`config.mk`:
```
export PLATFORM = sky130hd
export DESIGN_NAME = ctrl_hazard_seq
export DESIGN_NICKNAME = d
export VERILOG_FILES = /design/src/rtl/ctrl_hazard_seq.sv
export SDC_FILE = /design/constraint.sdc
export NUM_CORES = 1
export LEC_CHECK = 0
export CAP_MARGIN = 20
export CORE_UTILIZATION = 49
export DETAILED_ROUTE_END_ITERATION = 10
export PLACE_DENSITY = 0.78
export RECOVER_POWER = 100
export SYNTH_ARGS = -nofsm -noshare
export SYNTH_HDL_FRONTEND = slang
export SYNTH_SLANG_ARGS = --single-unit
```
`constraint.sdc`:
```
create_clock -name clk -period 1.95 [get_ports clk]
set_input_delay 0.585 -clock clk [delete_from_list [all_inputs] [get_ports clk]]
set_output_delay 0.585 -clock clk [all_outputs]
set_load 0.02 [all_outputs]
```
`src/rtl/ctrl_hazard_seq.sv`:
```
// ctrl_hazard_seq
// Control-flow hazard sequencer between decode and the PC control logic.
// A branch/call/ret/jreg in decode (with no data hazard) halts fetch, the
// sequencer waits for the matching resolution pulse, then spends one guard
// cycle in RELEASE (flushing IF/ID if the PC was redirected) before
// returning to IDLE.
//
// Optional feature: define HAZARD_TIMEOUT_EN to enable the WAIT watchdog
// and the sticky hazard_err output.
//
// Parameters:
//   TIMEOUT_CYCLES  watchdog limit in WAIT, in cycles (2..255)
//   CNT_W           width of the accepted-hazard counter
// Ports:
//   clk, rst_n                       clock, async active-low reset
//   id_branch/call/ret/jreg          control instruction in decode
//   data_hazard                      blocks acceptance of a new hazard
//   clr_branch/call/ret/jreg         registered resolution pulses
//   pc_src                           PC redirect select at the clear
//   stall_fetch                      hold PC and IF/ID (WAIT, RELEASE)
//   flush_if_id                      one-cycle IF/ID squash in RELEASE
//   hz_type                          latched type: 00 br, 01 call, 10 ret, 11 jreg
//   busy                             state is not IDLE
//   hz_count                         accepted hazards, wraps
//   wait_cycles                      length of last WAIT, saturates at 255
//   hazard_err                       sticky watchdog flag (HAZARD_TIMEOUT_EN)
module ctrl_hazard_seq #(
  parameter int TIMEOUT_CYCLES = 64,
  parameter int CNT_W          = 16
) (
  input  logic             clk,
  input  logic             rst_n,
  input  logic             id_branch,
  input  logic             id_call,
  input  logic             id_ret,
  input  logic             id_jreg,
  input  logic             data_hazard,
  input  logic             clr_branch,
  input  logic             clr_call,
  input  logic             clr_ret,
  input  logic             clr_jreg,
  input  logic             pc_src,
  output logic             stall_fetch,
  output logic             flush_if_id,
  output logic [1:0]       hz_type,
  output logic             busy,
  output logic [CNT_W-1:0] hz_count,
  output logic [7:0]       wait_cycles
`ifdef HAZARD_TIMEOUT_EN
  ,
  output logic             hazard_err
`endif
);

  typedef enum logic [1:0] {
    S_IDLE    = 2'd0,
    S_WAIT    = 2'd1,
    S_RELEASE = 2'd2
  } state_t;

  // Elaboration-time guard on the watchdog range.
  if (TIMEOUT_CYCLES < 2 || TIMEOUT_CYCLES > 255) begin : g_bad_timeout
    $error("TIMEOUT_CYCLES must be in 2..255");
  end

`ifdef HAZARD_TIMEOUT_EN
  // Forcing the exit when the counter is one short of the limit makes
  // RELEASE start exactly TIMEOUT_CYCLES cycles after WAIT entry.
  localparam logic [7:0] TIMEOUT_LAST = 8'(TIMEOUT_CYCLES - 1);
  localparam logic [7:0] TIMEOUT_VAL  = 8'(TIMEOUT_CYCLES);
`endif

  state_t     state;
  logic [7:0] wait_cnt;
  logic       detect;
  logic [1:0] det_type;
  logic       clr_match;

  assign detect = (id_branch | id_call | id_ret | id_jreg) & ~data_hazard;

  // NOTE: every combinational output gets a default first so no path
  // leaves it unassigned and no latch is inferred.
  always_comb begin
    det_type = 2'b11;
    if (id_branch)    det_type = 2'b00;
    else if (id_call) det_type = 2'b01;
    else if (id_ret)  det_type = 2'b10;
  end

  // Only the resolution pulse that belongs to the latched hazard counts.
  always_comb begin
    clr_match = 1'b0;
    case (hz_type)
      2'b00:   clr_match = clr_branch;
      2'b01:   clr_match = clr_call;
      2'b10:   clr_match = clr_ret;
      default: clr_match = clr_jreg;
    endcase
  end

  // NOTE: sequential state uses non-blocking assignments so every flop
  // samples the pre-edge values, independent of statement order.
  always_ff @(posedge clk or negedge rst_n) begin
    if (!rst_n) begin
      state       <= S_IDLE;
      stall_fetch <= 1'b0;
      flush_if_id <= 1'b0;
      hz_type     <= 2'b00;
      hz_count    <= '0;
      wait_cnt    <= 8'd0;
      wait_cycles <= 8'd0;
`ifdef HAZARD_TIMEOUT_EN
      hazard_err  <= 1'b0;
`endif
    end else begin
      flush_if_id <= 1'b0;
      case (state)
        S_IDLE: begin
          if (detect) begin
            state       <= S_WAIT;
            stall_fetch <= 1'b1;
            hz_type     <= det_type;
            hz_count    <= hz_count + CNT_W'(1);
            wait_cnt    <= 8'd0;
          end
        end
        S_WAIT: begin
          if (clr_match) begin
            state       <= S_RELEASE;
            wait_cycles <= wait_cnt;
            flush_if_id <= pc_src;
`ifdef HAZARD_TIMEOUT_EN
          end else if (wait_cnt == TIMEOUT_LAST) begin
            state       <= S_RELEASE;
            wait_cycles <= TIMEOUT_VAL;
            flush_if_id <= 1'b1;
            hazard_err  <= 1'b1;
`endif
          end else if (wait_cnt != 8'hFF) begin
            wait_cnt <= wait_cnt + 8'd1;
          end
        end
        S_RELEASE: begin
          // Guard cycle: detects are ignored while the PC logic re-enables.
          state       <= S_IDLE;
          stall_fetch <= 1'b0;
        end
        default: begin
          state       <= S_IDLE;
          stall_fetch <= 1'b0;
        end
      endcase
    end
  end

  assign busy = stall_fetch;

endmodule

```
Yosys cells after proc, flatten, opt, wreduce, memory -nomap -nowiden
Index checks and enable logic that the tools add are counted.
Operators by class
  equality and inequality tests: 8
  bitwise logic cells: 6
  $add $sub $neg: 2
  reduce and logical (&&, ||, !) cells: 8
  multiplexer cells: 15
Operators with widths (count)
  $mux 8: 3
  $add 16x1->16 const B: 1
  $pmux 8 s2: 1
  $add 8x1->8 const B: 1
  $mux 2: 4
  $ne 2x2->1 const B: 4
  $ne 8x8->1 const B: 1
  $reduce_and 2->1: 4
  $eq 2x1->1 const B: 2
  $logic_not 2->1: 2
  $mux 1: 4
  $pmux 2 s2: 1
  $reduce_and 4->1: 1
  $or 1x1->1: 3
  $pmux 1 s3: 1
  $eq 2x2->1 const B: 1
  $not 1->1: 2
  $pmux 1 s2: 1
  $reduce_bool 2->1: 1
  $and 1x1->1: 1
Storage, ports and cells
  word-level logic and storage cells: 46
  output and inout bits: 29
  register bits after elaboration: 38
  input bits: 12

Longest topological paths before layout
  depth in word-level cells: 6
  gate-level depth with buffers: 5
  mapped depth without buffers: 5

Worst setup path before layout
No wires, ideal clock.
  path kind: input port to flip-flop
  start point: input clr_jreg
  end point: register wait_cnt[2]
  required time: 1.846 ns
  path slack: 0.052 ns
  path buffers: 0
  cell stages on the path: 4
  data arrival time: 1.794 ns
  path through: mux4_2 > a2bb2oi_4 > or4b_1 > o311ai_1
On the way
  longest elaborated chain between the ends: 3
RTL lines
  start, declared: line 41  | input logic clr_jreg,
  $pmux 1 s3: line 93  | case (hz_type)
  $ne 2x2->1 (no line)
  $reduce_and 4->1 (no line)
  end signal, assigned: line 140  | wait_cnt <= wait_cnt + 8'd1;
  end, declared: line 74  | logic [7:0] wait_cnt;
Every way passes these cells.
A chain may end at the register's enable or synchronous reset.

Worst setup path after layout
  start point: input id_ret
  end point: register wait_cnt[1]
On the way
  longest elaborated chain between the ends: 5
RTL lines
  start, declared: line 35  | input logic id_ret,
  $or 1x1->1 (2 in a row): line 79  | assign detect = (id_branch | id_call | id_ret | id_jreg) & ~data_hazard;
  $and 1x1->1: line 79
  $ne 2x2->1 (no line)
  $reduce_and 4->1 (no line)
Every way passes these cells.

==> summary.txt <==
Setup path
  – R2r setup slk: 0 ns
  – Startpoint types: input pin
  – Reg2reg end: wait_cnt[2]
  – Max incr delay on CP: 0.56 ns
  – CP max-delay cell: or4_4
  – CP Data Required Time: roughly 2.2 ns
  – Buf+Inv Stages, Crit Path: 3
  – Max FO, Critical Path: 10
  – Cells along the critical path: clkdlybuf4s50_1 > or4_4 > a2bb2oi_4 > buf_12 > buf_6 > o21ai_0 > o31ai_1
  – Worst EP arrival: roughly 2.2 ns
  – Reg2Reg Depth: 5
  – Critical R2R Launch: hz_type[0]
  – CP delay by family, top: buffers and inverters
  – Setup Crit Path Kind: in -> reg
  – Crit path capture type: register

Synth
  – Synth Cell Area: about 1800 µm²
  – Post-synthesis sequential area ratio: 0.5394
  – Synth Instances: between 150 and 200
  – #FFs+latches synth: 38
  – Synth Net Count: 172
  – Post-Syn Area per Cell: roughly 11 µm²
  – Netlist cell types: 35
  – Synthesis Warnings: 0

GRT
  – First-pass GRT wire length: approximately 6500 µm
  – Total Routing Usage GR: 0.2372
  – Vias in the first global route: 1,400
  – Initial antenna violation count: 0
  – Largest net degree at the start of global routing: 20
  – Grt ovf: 0

Final layout
  – Layout fillers: 258
  – Layout cells sized above 1: 0.1596
  – Most frequent cells in the layout: 38 x dfrtp_1, 18 x nand2_1, 15 x clkdlybuf4s50_1
  – Syn-to-layout area delta: 33.36%
  – Post-layout util: 0.6936
  – Commonest non-fill, non-tap cell in the layout: dfrtp_1
  – Antenna cells: 0
  – Final #Nets: approximately 230

Timing
  – Relative slew slack: 0.3047
  – Slew at the pin closest to its max-slew limit: ~1.0 ns
  – Max-slew violations: 0
  – # setup viols final: 3
  – Hold slack: around 0.41 ns
  – Final WS setup: -0.007256 ns
  – Maximum clock frequency: approximately 500 MHz
  – Period utilization: 1.004
  – RSZ-0062 raised after global routing: yes
  – Clk_skew: about 0.0064 ns
  – Final hold violation count: 0
  – Fin crit period: 1.957 ns

CTS
  – Sink Count: 38
  – TritonCTS Buffers: 5
  – CTS Buffer Depth: 2
  – Clk root buf: clkbuf_4
  – Clk slew on worst S/H paths: approximately 0.10 ns
  – Clock Latency Late Sink: 0.33 ns
  – TritonCTS clock tree: yes
  – H-tree levels: 2

Detailed routing
  – DR iter-0 viols: about 80
  – DRC: 0
  – Vias: between 1,000 and 1,500
  – Vias per cell: around 5.5
  – DRT Pass-1 Iters: 4
  – Drt total wl: between 4000 and 5000 µm
  – Antenna-violating nets left: 0
  – Routed wire length per instance: approximately 16 µm

Die
  – Die W: about 62 µm
  – Initial Util: 0.5201
  – Cell row count: 21
  – I/O Pins: 41
  – Core Area: roughly 3400 µm²
  – Chip Height: between 60 and 70 µm
  – Full die area: 3842 µm²

Power and ir drop
  – PD cells: about 1200 nW/µm²
  – Sequential power share: 0.398
  – P_int: around 0.0018 W
  – Clock power share: 0.138
  – Total power: ~0.0028 W
  – Switch share: 0.3836
  – Net Sw Power: between 0.001 and 0.0015 W
  – P_leak: 1.086 nW
  – Logic pwr share: 0.464
  – Worst VDD drop: 863.6 µV

Placed design
  – Placer Congestion: around 0.87
  – DP Worst Slack: -0.4905 ns
  – Port bufs: 40
  – Post-DP HPWL: around 2800 µm

Hold path
  – HP Class: in -> async

Outcome
  – Failing checks: setup timing
  – Status: finished with violations

Job
  – Max-Cap Viols: 0
## through the flow
step | cells | instance area, µm² | setup TNS [ns]
floorplan | 158 | 1763 | 0
global placement | 245 | 2252 | -11.25
detailed placement | 245 | 2252 | -12.15
CTS | 257 | 2351 | -0.01740
global route | 259 | 2351 | -0.1848
finish | 259 | 2351 | -0.009477
## worst max-delay path by stage
stage                      startpoint           end  slack [ns]  depth (start not counted)
after CTS                  hz_type[0]   wait_cnt[2]       -0.02                          5
final                          id_ret   wait_cnt[1]      -0.007                          7
after floorplan              clr_jreg   wait_cnt[2]        0.05                          4
after global routing      data_hazard  hz_count[14]       -0.06                          5
after detailed placement      id_call   wait_cnt[3]       -0.49                          5
after global placement        id_call   wait_cnt[2]       -0.43                          5
## power groups by stage
stage	clock [W]	combinational, W	sequential, W
after floorplan	0	0.000561	0.00125
after detailed placement	0	0.00117	0.00115
after global routing	0.000447	0.00142	0.00116
after CTS	0.000415	0.00128	0.00113
after global placement	0	0.00114	0.00113
final	0.000393	0.00132	0.00113
## synth_stat cells
master,count,area (µm²)
buf_4,1,7.510
ha_1,2,25.02
or4b_1,1,10.01
o311ai_1,1,8.760
clkbuf_1,3,11.26
and3_1,2,12.51
o31ai_1,5,37.54
o22ai_1,1,6.260
and2_1,2,12.51
nor3_4,1,16.27
nor2_1,2,7.510
a2bb2oi_4,1,26.28
o41ai_1,4,35.03
a2bb2oi_1,1,8.760
mux4_2,1,22.52
o21ai_0,9,45.04
xnor2_1,6,52.55
and4_1,2,17.52
nor4_1,4,25.02
buf_2,2,10.01
a31oi_1,1,6.260
nand2_1,18,67.56
nor3_1,7,35.03
mux2_2,7,78.83
or4_1,2,15.01
nor2b_1,2,12.51
nand3_1,7,35.03
nand2b_1,1,6.260
and2_0,1,6.260
a21oi_1,1,5.000
o21a_1,1,7.510
inv_1,6,22.52
xor2_1,9,78.83
dfrtp_1,38,950.9
nand4_1,6,37.54
## state kept, by name (all words and copies together) (netlist names)
signal       count
state            2
wait_cycles      8
flush_if_id      1
busy             1
wait_cnt         8
hz_type          2
hz_count        16
## routing by layer
metal	GRT usage	routed length (µm)	up-vias
li1	-	-	681
met1	0.2830	1703	703
met2	0.4058	2149	49
met3	0.06418	190	2
met4	0.09524	20	0
met5	0	0	-
## repair_timing
item / 4_1_cts / 5_1_grt
pin swaps: 3 / 2
cloned: 0 / 0
setup endpoints to repair: 26 / 17
hold buffers: 0 / 0
setup buffers: 6 / 2
gates resized for setup: 25 / 11
## cells by family (layout without fill, tap and decap cells)
group	after synthesis	count (layout)	share of synthesized area
and+or+nand+nor	58	58	0.1796
DFF	38	38	0.5394
AOI/OAI and AO/OA	25	25	0.1058
xor gates and xnor gates	15	15	0.07452
buffers and inverters	12	67	0.02910
muxes	8	8	0.05749
adders and majority gates	2	2	0.01419
## worst register-to-register path: stages (launching register included)
cell and delay [ns]:
dfrtp_1 0.39, mux4_2 0.56, a2bb2oi_4 0.18, buf_12 0.14, or4b_4 0.50, o311ai_1 0.09
## layout make-up
type	count	area, µm²	share of cell area
clock buffers	6	51.30	0.02182
inverters	6	22.52	0.009580
multi-input cells	108	787.0	0.3348
flip-flops and latches	38	950.9	0.4045
well taps	46	57.56	0.02448
repair buffers	55	481.7	0.2049
No activity file was read; power rests on OpenSTA's default activity.
